File: config.mk
export PLATFORM = sky130hd
export DESIGN_NAME = step_ctrl
export DESIGN_NICKNAME = d
export VERILOG_FILES = /design/src/rtl/step_ctrl_pkg.sv /design/src/rtl/step_ctrl_sync2.sv /design/src/rtl/step_ctrl.sv
export SDC_FILE = /design/constraint.sdc
export NUM_CORES = 1
export LEC_CHECK = 0
export CELL_PAD_IN_SITES_DETAIL_PLACEMENT = 1
export CELL_PAD_IN_SITES_GLOBAL_PLACEMENT = 2
export CORE_MARGIN = 1
export CORE_UTILIZATION = 35
export CTS_CLUSTER_DIAMETER = 150
export DETAILED_ROUTE_END_ITERATION = 10
export GPL_ROUTABILITY_DRIVEN = 0
export MAX_ROUTING_LAYER = met4
export PLACE_DENSITY_LB_ADDON = 0.12
export SYNTH_ARGS = -nofsm -noshare
export SYNTH_HDL_FRONTEND = slang
export SYNTH_SLANG_ARGS = --single-unit
File: constraint.sdc
create_clock -name CLOCK_50 -period 2.13 [get_ports CLOCK_50]
set_clock_uncertainty 0.2 [all_clocks]
set_input_delay 0.3195 -clock CLOCK_50 [delete_from_list [all_inputs] [get_ports CLOCK_50]]
set_output_delay 0.3195 -clock CLOCK_50 [all_outputs]
set_load 0.05 [all_outputs]
File: src/rtl/step_ctrl_pkg.sv
// Shared types and default timing constants for the single-step controller.
package step_ctrl_pkg;

    typedef enum logic [1:0] {
        S_IDLE       = 2'd0,
        S_PRESS_WAIT = 2'd1,
        S_HELD       = 2'd2,
        S_REL_WAIT   = 2'd3
    } state_t;

    localparam int DEBOUNCE_CYCLES_DEF = 500000;   // 10 ms at 50 MHz
    localparam int RUN_DIV_DEF         = 25000000; // 2 Hz at 50 MHz

endpackage

File: src/rtl/step_ctrl_sync2.sv
// Generic two-flop synchronizer with a configurable reset value, shared by
// the KEY/SW input paths.
module sync2 #(
    parameter int             W       = 1,
    parameter logic [W-1:0]   RST_VAL = '1
) (
    input  logic         clk,
    input  logic         rst_n,
    input  logic [W-1:0] din,
    output logic [W-1:0] dout
);

    logic [W-1:0] meta_q, meta_d;
    logic [W-1:0] sync_q, sync_d;

    always_comb begin
        meta_d = din;
        sync_d = meta_q;
    end

    always_ff @(posedge clk or negedge rst_n) begin
        if (!rst_n) begin
            meta_q <= RST_VAL;
            sync_q <= RST_VAL;
        end else begin
            meta_q <= meta_d;
            sync_q <= sync_d;
        end
    end

    assign dout = sync_q;

endmodule

File: src/rtl/step_ctrl.sv
// Single-step controller: debounces KEY[1] into a one-cycle CPU advance
// enable, with an optional free-run divider and a wrapping step counter.
//
// state        | meaning
// S_IDLE       | button released and stable
// S_PRESS_WAIT | low seen, waiting for press to stay stable
// S_HELD       | press accepted, button held
// S_REL_WAIT   | high seen, waiting for release to stay stable
module step_ctrl
    import step_ctrl_pkg::*;
#(
    parameter int DEBOUNCE_CYCLES = DEBOUNCE_CYCLES_DEF,
    parameter int RUN_DIV         = RUN_DIV_DEF,
    parameter int CNT_W           = 16
) (
    input  logic             CLOCK_50,
    input  logic             rst_n,
    input  logic             key_n,
    input  logic             run_en,
    output logic             step_pulse,
    output logic             pressed,
    output logic [CNT_W-1:0] step_count
);

    localparam int                DCNT_W  = $clog2(DEBOUNCE_CYCLES);
    localparam int                DIV_W   = $clog2(RUN_DIV);
    localparam logic [DCNT_W-1:0] DCNT_TC = DCNT_W'(DEBOUNCE_CYCLES - 1);
    localparam logic [DIV_W-1:0]  DIV_TC  = DIV_W'(RUN_DIV - 1);

    logic ks;

    state_t            state_q, state_d;
    logic [DCNT_W-1:0] dcnt_q, dcnt_d;
    logic [DIV_W-1:0]  div_q, div_d;
    logic              step_pulse_q, step_pulse_d;
    logic              pressed_q, pressed_d;
    logic [CNT_W-1:0]  step_count_q, step_count_d;
    logic              accept;
    logic              run_pulse;

    sync2 #(
        .W       (1),
        .RST_VAL (1'b1)
    ) u_key_sync (
        .clk   (CLOCK_50),
        .rst_n (rst_n),
        .din   (key_n),
        .dout  (ks)
    );

    always_comb begin
        state_d = state_q;
        dcnt_d  = dcnt_q;
        accept  = 1'b0;
        case (state_q)
            S_IDLE: begin
                if (!ks) begin
                    state_d = S_PRESS_WAIT;
                    dcnt_d  = '0;
                end
            end
            S_PRESS_WAIT: begin
                if (ks) begin
                    state_d = S_IDLE;
                end else if (dcnt_q == DCNT_TC) begin
                    state_d = S_HELD;
                    accept  = 1'b1;
                end else begin
                    dcnt_d = dcnt_q + DCNT_W'(1);
                end
            end
            S_HELD: begin
                if (ks) begin
                    state_d = S_REL_WAIT;
                    dcnt_d  = '0;
                end
            end
            S_REL_WAIT: begin
                if (!ks) begin
                    state_d = S_HELD;
                end else if (dcnt_q == DCNT_TC) begin
                    state_d = S_IDLE;
                end else begin
                    dcnt_d = dcnt_q + DCNT_W'(1);
                end
            end
            default: begin
                state_d = S_IDLE;
                dcnt_d  = '0;
            end
        endcase
    end

    always_comb begin
        div_d     = '0;
        run_pulse = 1'b0;
        if (run_en) begin
            if (div_q == DIV_TC) begin
                run_pulse = 1'b1;
            end else begin
                div_d = div_q + DIV_W'(1);
            end
        end
    end

    // Masking with the current pulse keeps the enable strictly single-cycle
    // even when a divider pulse is followed by a press on the run_en falling edge.
    always_comb begin
        step_pulse_d = (run_en ? run_pulse : accept) & ~step_pulse_q;
        pressed_d    = (state_d == S_HELD) || (state_d == S_REL_WAIT);
        step_count_d = step_pulse_q ? step_count_q + CNT_W'(1) : step_count_q;
    end

    always_ff @(posedge CLOCK_50 or negedge rst_n) begin
        if (!rst_n) begin
            state_q      <= S_IDLE;
            dcnt_q       <= '0;
            div_q        <= '0;
            step_pulse_q <= 1'b0;
            pressed_q    <= 1'b0;
            step_count_q <= '0;
        end else begin
            state_q      <= state_d;
            dcnt_q       <= dcnt_d;
            div_q        <= div_d;
            step_pulse_q <= step_pulse_d;
            pressed_q    <= pressed_d;
            step_count_q <= step_count_d;
        end
    end

    assign step_pulse = step_pulse_q;
    assign pressed    = pressed_q;
    assign step_count = step_count_q;

endmodule

==> out/results.tsv, run 1 <==
metric	value	unit
footprint of the multi-input gates	0.00159	sq mm
CP arrival	1540	ps
Residual DRC	0	
most numerous cell in the Yosys netlist	dfrtp_1	
syn nets	335	
DIE WIDTH	99.4	um
placed cell areas	0.00385	sq mm
input/output buffers	21	
starting density of the core	36.1	%
VDD IR max	0.000227	V
area grow syn2layout	22.7	%
Worst path max stage delay	820	ps
Max H-tree Level	3	
pin count of the biggest net entering global routing	67	
Tightest Pin Transition	565	ps
register area	0.00166	sq mm
Clock Sinks	66	
# nets final	392	
count of pins over their slew limit	0	
synth unique cells	47	
Worst Hold Class	register to register	
via count	2701	
Primary FF master, synth	dfrtp_1	
Die Ht	99.4	um
Ys Warns	0	
final worst path period share	96.6	%
Congestion Overflow GR	0	
Top-Level Pins	22	
cells after synthesis	328	
Post-synth EDFFs	0	
root buffer cell	clkbuf_8	
asr flop ratio synth	100	%
leading post-synthesis cells by instance count	dfrtp_1 (64), nand2_1 (27), a21oi_1 (25), nor2_1 (23), nand4_1 (22)	
WL per Instance	15.8	um
critical path type	register to primary output	
DRT iter0 DRCs	87	
fin area	0.00408	sq mm
Buffers & Inverters on Critical Path	1	
CTS tree	yes	
CP max FO	4	
# rows	35	
total core area	0.00920	sq mm
Worst Setup Start Kind	register	
Leak	0.00187	uW
clk buf depth	2	
Routed Antenna Nets	0	
first-pass GRT wire length	13.5	mm
P per Cell Area	563	mW/mm^2
critical path, cell by cell	clkdlybuf4s50_1	
Antenna diodes	0	
Die Area	0.00989	sq mm
Max-cap violations	0	
final hold slack	149	ps
final hold violations	0	
Synth top area share	48.2	%
post-synthesis sequential area ratio	49.8	%
Tot GR Track Use	18.0	%
Clk Latency, worst-skew pair	340	ps
fmax	486	MHz
post-synthesis sequential element count	66	
Clock transition at path regs	70	ps
cts bufs inserted	9	
Post-DP HPWL	5.64	mm
ranking of synthesized cells by area	dfrtp_1 (48%), xor2_1 (4.2%), nand4_1 (4.1%), xnor2_1 (4.0%), a21oi_1 (3.8%)	
max_slew headroom	62.3	%
CP delay by family, top	buffers and inverters	
vias in the first global route	2732	
First-pass DRT Iterations	4	
Synth area leader	dfrtp_1	
fillers	1047	
DR vias/cell	5.40	
Req. time, crit path	1610	ps
share of layout cells above drive strength 1	18.5	%
Crit-path slowest cell	clkdlybuf4s50_1	
Mean Syn Cell Area	10.1	sq um
CP Capture Type	primary output	
drt total wl	7.92	mm
Post-Syn Area	0.00332	sq mm
RSZ-0062 raised after global routing	true	
antenna violations before repair	0	
post-layout minimum cycle time	2060	ps
final setup vio count	0	
status	finished clean	
-- final timing paths --
| check | from | endpoint | slack, ps | cells after the start |
|---|---|---|---|---|
| worst min-delay path | u_key_sync.meta_q | u_key_sync.dout | 150 | 0 |
| worst max register to register | u_key_sync.dout | dcnt_q[18] | 80 | 4 |
| min in group asynchronous | rst_n | step_count[15] | 330 | 3 |
| max in group asynchronous | rst_n | u_key_sync.meta_q | 1060 | 3 |
| worst min register to register | u_key_sync.meta_q | u_key_sync.dout | 150 | 0 |
| worst max-delay path | step_count[2] | step_count[2] | 70 | 1 |
-- layer usage --
metal / vias up / global-route usage [%] / wire [um] / part of all wire, %
li1: 1312 / - / - / -
met1: 1344 / 24.7 / 4070 / 51
met2: 34 / 26.4 / 3560 / 45
met3: 11 / 2.67 / 143 / 1.8
met4: 0 / 8.14 / 136 / 1.7
met5: - / - / 0 / 0
-- where the power goes --
part	switching (uW)	internal (uW)
clock network	464	408
logic	74.5	55.2
registers	18.6	1270
-- layout make-up --
| cell class | instances | share of cell area (%) |
|---|---|---|
| Clock buffer | 11 | 3.22 |
| Clock inverter | 4 | 0.491 |
| Inverter | 8 | 0.737 |
| Multi-Input combinational cell | 243 | 38.9 |
| Sequential cell | 66 | 40.7 |
| Tap cell | 111 | 3.41 |
| Timing Repair Buffer | 57 | 12.5 |
-- placed cells by master (no fill, tap or decap), types with 3 or more instances in the layout --
master	instances
or3_1	12
nand3_1	15
nand2_1	27
and3_1	6
o31ai_1	6
dfrtp_2	4
ha_1	3
buf_4	32
o21ai_0	17
clkdlybuf4s50_1	9
clkinv_2	4
and2_1	4
dfrtp_1	60
nor2_1	22
mux2i_1	3
a21oi_1	25
dlygate4sd2_1	4
nor3_1	4
inv_1	8
clkbuf_8	9
nand4_1	22
or4_1	9
and4_1	6
xor2_1	16
dlymetal6s2s_1	7
a31oi_1	4
xnor2_1	15
-- worst register-to-register path, stage by stage (launching register included) --
cell,delay [ps]
dfstp_2,570
xor2_1,110
or4_1,580
or3_1,370
a21oi_1,150
-- cells by family after synthesis --
group,share of synthesized area (%)
XOR/XNOR,8.17
flip-flops,49.8
multiplexers,1.69
adder cells (fa/ha/maj),1.13
buffers and inverters,2.75
AND/OR/NAND/NOR,26.0
AO/OA/AOI/OAI,10.5
-- timing repair --
item,in CTS,in global routing
buffers inserted,0,4
endpoints found under the hold margin,64,0
gates cloned,0,0
endpoints found under the setup margin,4,39
resized for setup,4,12
pin swaps,0,2
hold buffers,1,0
-- sequential cells by signal (all words and copies together) (netlist names) --
register,flops
dcnt_q,19
u_key_sync.dout,1
state_q,2
step_pulse,1
pressed,1
div_q,25
step_count,16
u_key_sync.meta_q,1
-- through the flow --
stage | total power (uW) | TNS (ps) | instances | setup slack [ps] | util (%)
2_1_floorplan | 1370 | 0 | 328 | 12.5 | -
3_5_place_dp | 1430 | 0 | 480 | 52.3 | 41.9
4_1_cts | 2330 | 0 | 496 | 0.487 | 43.6
3_3_place_gp | 1430 | 0 | 480 | 82.3 | 41.9
6_report | 2290 | 0 | 500 | 72.7 | 44.3
5_1_grt | 2410 | -43.5 | 500 | -23.8 | 44.3
(Power assumes the default switching activity.)
==> run 2: changes to the inputs <==
CTS_BUF_LIST = sky130_fd_sc_hd__clkbuf_4 sky130_fd_sc_hd__clkbuf_8 sky130_fd_sc_hd__clkbuf_16   (was unset)
==> out/results.tsv, run 2 (synthesis results as in run 1) <==
metric	value	unit	change
status	finished clean		
RSZ-0062 raised after global routing	true		
logic gate share of total power	5.6	%	about the same
CP delay by family, top	buffers and inverters		
setup TNS	0	ps	unchanged
Setup Slack @ Placement	52.3	ps	unchanged
final hold violations	0		unchanged
Clock Sinks	66		unchanged
CP arrival	1540	ps	about the same
commonest non-fill, non-tap cell in the layout	dfrtp_1		
final setup vio count	0		unchanged
Die Ht	99.4	um	unchanged
final worst path period share	96.6	%	about the same
Crit-path slowest cell	clkdlybuf4s50_1		
Tot GR Track Use	18.0	%	unchanged
Congestion Overflow GR	0		unchanged
Buffers & Inverters on Critical Path	1		unchanged
Top reg by flops	div_q		
CP Capture Type	primary output		
Worst Hold Depth	0		unchanged
CP max FO	4		unchanged
Sw Pwr	557	uW	about the same
R2R cell count	4		unchanged
Worst Setup Start Kind	register		
P per Cell Area	568	mW/mm^2	+0.92%
Largest register FFs	25		unchanged
Top-Level Pins	22		unchanged
Clk Latency, worst-skew pair	340	ps	about the same
Worst path max stage delay	820	ps	about the same
Critical R2R Launch	u_key_sync.dout		
Clock transition at path regs	70	ps	about the same
DR vias/cell	5.40		about the same
post-layout minimum cycle time	2060	ps	-0.0749 ps
Sw Share	24.0	%	-0.27 points
area grow syn2layout	22.9	%	
drt total wl	7.92	mm	unchanged
critical path, cell by cell	clkdlybuf4s50_1		
Max H-tree Level	3		unchanged
CTS tree	yes		
critical path type	register to primary output		
cts bufs inserted	9		unchanged
clock power share	38.7	%	+0.7 points
final hold slack	149	ps	-0.0250 ps
clk buf depth	2		unchanged
Req. time, crit path	1610	ps	about the same
# rows	35		unchanged
Residual DRC	0		unchanged
# nets final	392		unchanged
commonest cells after routing, fill and taps aside	dfrtp_1 (60), buf_4 (32), nand2_1 (27)		
fmax	486	MHz	about the same
Max-cap violations	0		unchanged
DRT iter0 DRCs	89		+2.3%
setup slack, reg-to-reg	80	ps	about the same
Worst Hold Class	register to register		
internal power	1760	uW	+1.5%
starting density of the core	36.1	%	unchanged
overall power	2320	uW	+1.1%
final worst slack	72.8	ps	+0.0749 ps
min-delay src	u_key_sync.meta_q		
input/output buffers	21		unchanged
Routed Antenna Nets	0		unchanged
placed insts	480		unchanged
VDD IR max	0.000227	V	about the same
share of layout cells above drive strength 1	19.0	%	+0.51 points
DIE WIDTH	99.4	um	unchanged
Antenna diodes	0		unchanged
Leak	0.00187	uW	+0.37%
WL per Instance	15.8	um	unchanged
via count	2702		+0.037%
vias in the first global route	2732		unchanged
antenna violations before repair	0		unchanged
register share of total power	55.7	%	-0.6 points
Die Area	0.00989	sq mm	unchanged
Hold EP	u_key_sync.dout		
Post-DP HPWL	5.64	mm	unchanged
max_slew headroom	62.3	%	unchanged
pin count of the biggest net entering global routing	67		unchanged
total core area	0.00920	sq mm	unchanged
first-pass GRT wire length	13.5	mm	unchanged
First-pass DRT Iterations	4		unchanged
root buffer cell	clkbuf_8		
RR Endpoint	dcnt_q[18]		
Tightest Pin Transition	565	ps	+0.000894 ps
count of pins over their slew limit	0		unchanged
Post-Layout Cell Count	500		unchanged
run 2: cell counts in the layout (fill, tap and decap cells not counted):
Identical to the previous run, type by type.
run 2: how the worst max path moves through the flow:
| stage | startpoint | endpoint | slack [ps] | cells after the start |
|---|---|---|---|---|
| 6_report | step_count[2] | step_count[2] | 70 | 1 |
| 2_1_floorplan | step_count[3] | step_count[15] | 10 | 4 |
| 5_1_grt | u_key_sync.dout | dcnt_q[18] | -20 | 4 |
| 4_1_cts | step_count[11] | step_count[11] | 0.5 | 1 |
| 3_5_place_dp | dcnt_q[0] | dcnt_q[12] | 50 | 5 |
| 3_3_place_gp | div_q[11] | div_q[23] | 80 | 5 |
run 2: routing by layer:
| metal | GRT usage [%] | part of all wire (%) | vias up |
|---|---|---|---|
| met5 | - | 0 | - |
| met2 | 26.4 | 45 | 34 |
| li1 | - | - | 1312 |
| met1 | 24.7 | 51 | 1345 |
| met4 | 8.14 | 1.7 | 0 |
| met3 | 2.67 | 1.8 | 11 |
run 2: per-stage QoR:
step	util [%]	cell area, sq um
after floorplan	-	3330
after global placement	41.9	3850
after detailed placement	41.9	3850
after CTS	43.7	4020
after global routing	44.4	4080
final	44.4	4080
run 2: area by class of cell:
class                      instances  area, sq um
multi-input combinational        243         1590
timing repair buffer              57          510
tap                              111          139
clock inverter                     4         20.0
fill                            1047         5110
inverter                           8         30.0
sequential                        66         1660
clock buffer                      11          139
run 2: power groups by stage:
stage | combinational [uW] | clock [uW] | sequential [uW]
6_report | 130 | 898 | 1290
5_1_grt | 149 | 990 | 1290
4_1_cts | 117 | 949 | 1290
3_5_place_dp | 115 | 0 | 1320
3_3_place_gp | 114 | 0 | 1320
2_1_floorplan | 55.5 | 0 | 1310
run 2: timing repair:
item	CTS	global route
resized for setup	4	12
setup buffers	0	4
pin swaps	0	2
endpoints found under the setup margin	4	39
cloned	0	0
hold endpoints to repair	64	0
hold buffers	1	0
run 2: worst register-to-register path, delay by kind of cell (launching register included):
| family | cells | cell delay [ps] |
|---|---|---|
| DFF | 1 | 570 |
| xor gates and xnor gates | 1 | 110 |
| and+or+nand+nor | 2 | 950 |
| AOI/OAI and AO/OA | 1 | 150 |
==> run 3: changes to the inputs <==
ABC_AREA = 1   (was unset)
CORE_UTILIZATION = 31   (was 35)
==> out/results.tsv, run 3 <==
metric	value	unit	change
status	finished clean		
Antenna diodes	0		unchanged
Post-synth EDFFs	0		unchanged
RSZ-0062 raised after global routing	false		
critical path type	register to primary output		
most numerous cell in the Yosys netlist	nand2_1		
Worst path max stage delay	830	ps	about the same
WL per Instance	15.0	um	-5.3%
fmax	481	MHz	-1.0%
via count	3388		+25%
Post-DP HPWL	7.76	mm	+38%
count of pins over their slew limit	0		unchanged
Max-cap violations	0		unchanged
Ys Warns	0		unchanged
R2R cell count	10		+6
asr flop ratio synth	100	%	unchanged
cells after synthesis	507		+55%
CP max FO	4		unchanged
critical path depth	1		unchanged
final worst path period share	97.6	%	+0.99 points
Leak	0.00198	uW	+5.5%
crit path from	step_count[9]		
Crit-path slowest cell	clkdlybuf4s50_1		
DRT iter0 DRCs	166		+87%
commonest non-fill, non-tap cell in the layout	nand2_1		
Top reg by flops	div_q		
ranking of synthesized cells by area	dfrtp_1 (43%), nand2_1 (15%), nor2_1 (9.1%), nand3_1 (6.1%), inv_1 (4.8%)		
Req. time, crit path	1610	ps	about the same
starting density of the core	32.3	%	-3.9 points
clk buf depth	2		unchanged
Clk Latency, worst-skew pair	330	ps	about the same
Worst Setup Start Kind	register		
Largest register FFs	25		unchanged
Worst Hold Depth	0		unchanged
fin area	0.00449	sq mm	+9.9%
area grow syn2layout	19.8	%	
vias in the first global route	3561		+30%
final hold violations	0		unchanged
Worst Hold Class	register to register		
Tightest Pin Transition	613	ps	+48.4 ps
Top-Level Pins	22		unchanged
Synth area leader	dfrtp_1		
antenna violations before repair	0		unchanged
placed insts	676		+41%
CP delay by family, top	buffers and inverters		
CP arrival	1560	ps	+20 ps
Synth top area share	42.8	%	-5.5 points
Post-Syn Area	0.00375	sq mm	+13%
DR vias/cell	4.87		-9.8%
final setup vio count	0		unchanged
max_slew headroom	58.8	%	-3.5 points
Die Area	0.0125	sq mm	+27%
min-delay src	u_key_sync.meta_q		
Congestion Overflow GR	0		unchanged
Mean Syn Cell Area	7.39	sq um	-27%
synth unique cells	36		-23%
placed cell areas	0.00417	sq mm	+8.3%
# nets final	554		+41%
Critical R2R Launch	div_q[0]		
fillers	1465		+40%
Max H-tree Level	3		unchanged
Primary FF master, synth	dfrtp_1		
post-layout minimum cycle time	2080	ps	+21.1 ps
Routed Antenna Nets	0		unchanged
drt total wl	10.4	mm	+32%
post-synthesis sequential area ratio	44.2	%	-5.6 points
syn nets	514		+53%
Die Ht	112	um	+13%
first-pass GRT wire length	18.2	mm	+35%
Clock transition at path regs	60	ps	about the same
Post-Layout Cell Count	695		+39%
setup TNS	0	ps	unchanged
Buffers & Inverters on Critical Path	1		unchanged
Clock Sinks	66		unchanged
total core area	0.0116	sq mm	+26%
P per Cell Area	719	mW/mm^2	+27%
cts bufs inserted	9		unchanged
post-synthesis sequential element count	66		unchanged
DIE WIDTH	112	um	+13%
Residual DRC	0		unchanged
critical path, cell by cell	clkdlybuf4s50_1		
input/output buffers	21		unchanged
CTS tree	yes		
root buffer cell	clkbuf_16		
Tot GR Track Use	19.1	%	+1.1 points
share of layout cells above drive strength 1	9.78	%	-9.2 points
CP Capture Type	primary output		
VDD IR max	0.000684	V	+200%
overall power	3230	uW	+39%
commonest cells after routing, fill and taps aside	nand2_1 (144), nor2_1 (91), dfrtp_1 (64)		
# rows	39		+11%
First-pass DRT Iterations	4		unchanged
pin count of the biggest net entering global routing	67		unchanged
leading post-synthesis cells by instance count	nand2_1 (145), nor2_1 (91), dfrtp_1 (64), inv_1 (48), nand3_1 (46)		
## run 3: changes by cell type after synthesis, sizes merged, moves of 7 or more
cell | before | now
inv | 8 | 50
or4 | 10 | 0
xnor2 | 15 | 6
nand3 | 15 | 49
nor2 | 23 | 96
nand4 | 23 | 14
and4 | 7 | 0
nor3 | 5 | 14
or3 | 13 | 0
a21oi | 26 | 4
nand2 | 28 | 147
## run 3: final cells by class
class / count / area, sq um / area share, %
Timing Repair Buffer: 35 / 335 / 7.47
Clock inverter: 7 / 51.3 / 1.14
Inverter: 52 / 199 / 4.43
Clock buffer: 9 / 225 / 5.02
Sequential cell: 66 / 1650 / 36.9
Multi-Input combinational cell: 383 / 1840 / 41.1
Tap cell: 143 / 179 / 3.99
## run 3: worst paths after layout
check / endpoint / slack, ps
max: step_count[9] / 50
min: u_key_sync.dout / 160
max reg2reg: div_q[24] / 250
min reg2reg: u_key_sync.dout / 160
max in group asynchronous: u_key_sync.dout / 1050
min in group asynchronous: dcnt_q[15] / 350
## run 3: stage by stage
step	hold slack [ps]	utilization (%)	setup slack (ps)
6_report	156	38.6	51.7
5_1_grt	167	38.6	12.6
4_1_cts	159	38.5	3.87
3_5_place_dp	151	35.9	10.9
3_3_place_gp	145	35.9	105
2_1_floorplan	-176	-	140
## run 3: routing by layer
layer / track usage [%] / part of all wire (%)
met3: 2.45 / 2.4
met1: 26.7 / 51
met4: 6.76 / 1.3
met5: - / 0
met2: 28.4 / 45
## run 3: cell families (layout without fill, tap and decap cells)
kind of cell | after synthesis | in the layout | share of synthesized area [%]
flip-flops | 66 | 66 | 44.2
adder cells (fa/ha/maj) | 3 | 3 | 1.00
AND/OR/NAND/NOR | 328 | 328 | 38.1
XOR/XNOR | 26 | 26 | 6.08
AO/OA/AOI/OAI | 26 | 26 | 3.97
buffers and inverters | 58 | 103 | 6.68
## run 3: what timing repair did
action	in CTS	in global routing
buffers inserted	2	0
hold endpoints to repair	64	0
hold buffers	1	0
resized for setup	2	6
setup endpoints to repair	3	6
pin swaps	1	0
## run 3: where the power goes
part	total, uW	switching [uW]	internal (uW)
combinational	443	308	135
sequential	1390	76.8	1320
clock	1390	596	795
==> variant: new RTL, flow settings as in run 3 <==
The parameter `RST_VAL` goes from 1'b1 to 1'b0.
--- a/src/rtl/step_ctrl.sv
+++ b/src/rtl/step_ctrl.sv
@@ -42,3 +42,3 @@
         .W       (1),
-        .RST_VAL (1'b1)
+        .RST_VAL (1'b0)
     ) u_key_sync (
Check against the original RTL: same outputs for any inputs over 10 cycles, from zero or initial values and one cycle with rst_n low; that may be too few to reach the edited logic, so the function may still have changed.
==> variant against run 3 <==
Non-clock buffer count is 2 higher. Count of clock-buffer cells in the layout is the same. Cell area is 0.25% higher. Synthesized cell count stayed put. Critical path depth unchanged. Synthesized area about the same. Critical endpoint is now step_count[1]. Sequential cell count did not move. Routed wire length grew 2.7%. Worst setup slack got worse by 0.0020 ns. Power is 0.87% higher.
==> variant: results (changes against run 3) <==
status:
  status: "finished, final reports clean"
placement:
  dp_hpwl_um: 8020  # +3.3%
  place_area_um2: 4180  # +0.12%
  dp_cells: 677  # +0.15%
  portBuffers: 21  # unchanged
clock_tree:
  htreeDepth: 3  # unchanged
  path_clk_slew_ns: 0.06  # about the same
  cts_buffers: 9  # unchanged
  clockBufferDepth: 2  # unchanged
  clock_latency_ns: 0.34
  root_buffer: "clkbuf_16"
timing:
  relSlewSlack: 0.628  # +0.0398
min_path:
  hold_path.class: "flip-flop to flip-flop"
route:
  vias: 3340  # -1.4%
  drtIter0Drc: 108  # -35%
  wire_per_inst_um: 15.4  # +2.4%
  drtPass1Iterations: 4  # unchanged
critical_path:
  max_stage_delay_ns: 0.82
  slowest_stage: "clkdlybuf4s50_1"
  path_delay_family: "buffers and inverters"
  arrival_ns: 1.56  # about the same
  cp_max_fo: 4  # unchanged
yosys:
  async_reset_ff_frac: 1.00  # unchanged
  yosysSeqAreaShare: 0.441  # about the same
  synth_area_leaders: "dfrtp_1 44%, nand2_1 15%, nor2_1 9.1%"
  ys_top_cells_by_count: "145 x nand2_1, 91 x nor2_1, 66 x dfrtp_1, 48 x inv_1, 46 x nand3_1"
  yosysUniqueCellTypes: 35  # -2.8%
  syn_area_per_cell_um2: 7.38  # about the same
  ys.warnings.count: 0  # unchanged
  synth_nets: 514  # unchanged
  synth-edff-count: 0  # unchanged
layout:
  fin_nets: 556  # +0.36%
  largest_reg_flops: 25  # unchanged
  fin_cells: 697  # +0.29%
  diodes: 0  # unchanged
  drive_gt1_frac: 0.0957  # -0.00216
  regMostFlops: "div_q"
global_routing:
  antenna_found_initial: 0  # unchanged
  grt_pass1_wl_um: 18300  # +0.72%
  grt_pass1_vias: 3612  # +1.4%
  grt_use_total: 0.196  # +0.00518
  grt_max_degree: 35  # -48%
power_and_ir_drop:
  peakVddDrop_mv: 0.643  # -5.9%
  p_leak_nw: 2.00  # +1.2%
variant: cell types whose count changed in the layout (fill, tap and decap cells not counted), sizes merged:
cell,before,now
buf,15,17
clkdlybuf4s50,12,10
clkinv,4,6
dfrtp,64,66
dfstp,2,0
dlygate4sd2,2,4
inv,53,51
variant: repair_timing:
action / CTS / global route
endpoints found under the hold margin: 66 / 0
gates resized for setup: 4 / 5
pin swaps: 0 / 1
setup endpoints to repair: 4 / 19
hold buffers: 1 / 0
setup buffers: 0 / 3
gates cloned: 0 / 0
variant: where the power goes:
group	internal, W	switching, W
combinational	0.000132	0.000310
sequential	0.00132	0.0000746
clock	0.000795	0.000628
total	0.00224	0.00101
variant: metrics by stage:
stage	setup WS [ns]	util	hold slack (ns)
6_report	0.0497	0.387	0.153
5_1_grt	0.00447	0.387	0.173
4_1_cts	0.000454	0.384	0.159
3_5_place_dp	0.0421	0.360	0.00235
3_3_place_gp	0.119	0.360	-0.00272
2_1_floorplan	0.140	-	-0.176
variant: logic make-up after synthesis:
kind of cell | synth area share
DFF | 0.441
and+or+nand+nor | 0.381
AOI/OAI and AO/OA | 0.0398
buffers and inverters | 0.0668
adders and majority gates | 0.0100
xor gates and xnor gates | 0.0608
variant: path summary, 6_finish.rpt:
path	slack (ns)	startpoint	to	depth (start not counted)
max	0.05	step_count[1]$_DFFE_PN0P_	step_count[1]	1
max reg2reg	0.23	dcnt_q[1]$_DFFE_PN0P_	dcnt_q[8]$_DFFE_PN0P_	9
max in group asynchronous	1.02	rst_n	u_key_sync.meta_q$_DFF_PN0_	3
min	0.15	u_key_sync.meta_q$_DFF_PN0_	u_key_sync.dout$_DFF_PN0_	0
min in group asynchronous	0.17	rst_n	dcnt_q[14]$_DFFE_PN0P_	2
min reg2reg	0.15	u_key_sync.meta_q$_DFF_PN0_	u_key_sync.dout$_DFF_PN0_	0
variant: layout make-up:
cell class / instances / area (um^2)
inverter: 52 / 199
timing repair buffer: 37 / 348
sequential: 66 / 1650
fill: 1447 / 7110
multi-input combinational: 383 / 1840
tap: 143 / 179
clock buffer: 9 / 225
clock inverter: 7 / 55.1
variant: layer usage:
metal	track usage	vias up	share of wire
li1	-	1691	-
met1	0.262	1599	0.51
met2	0.295	42	0.45
met3	0.0506	8	0.037
met4	0.0514	0	0.010
met5	-	-	0
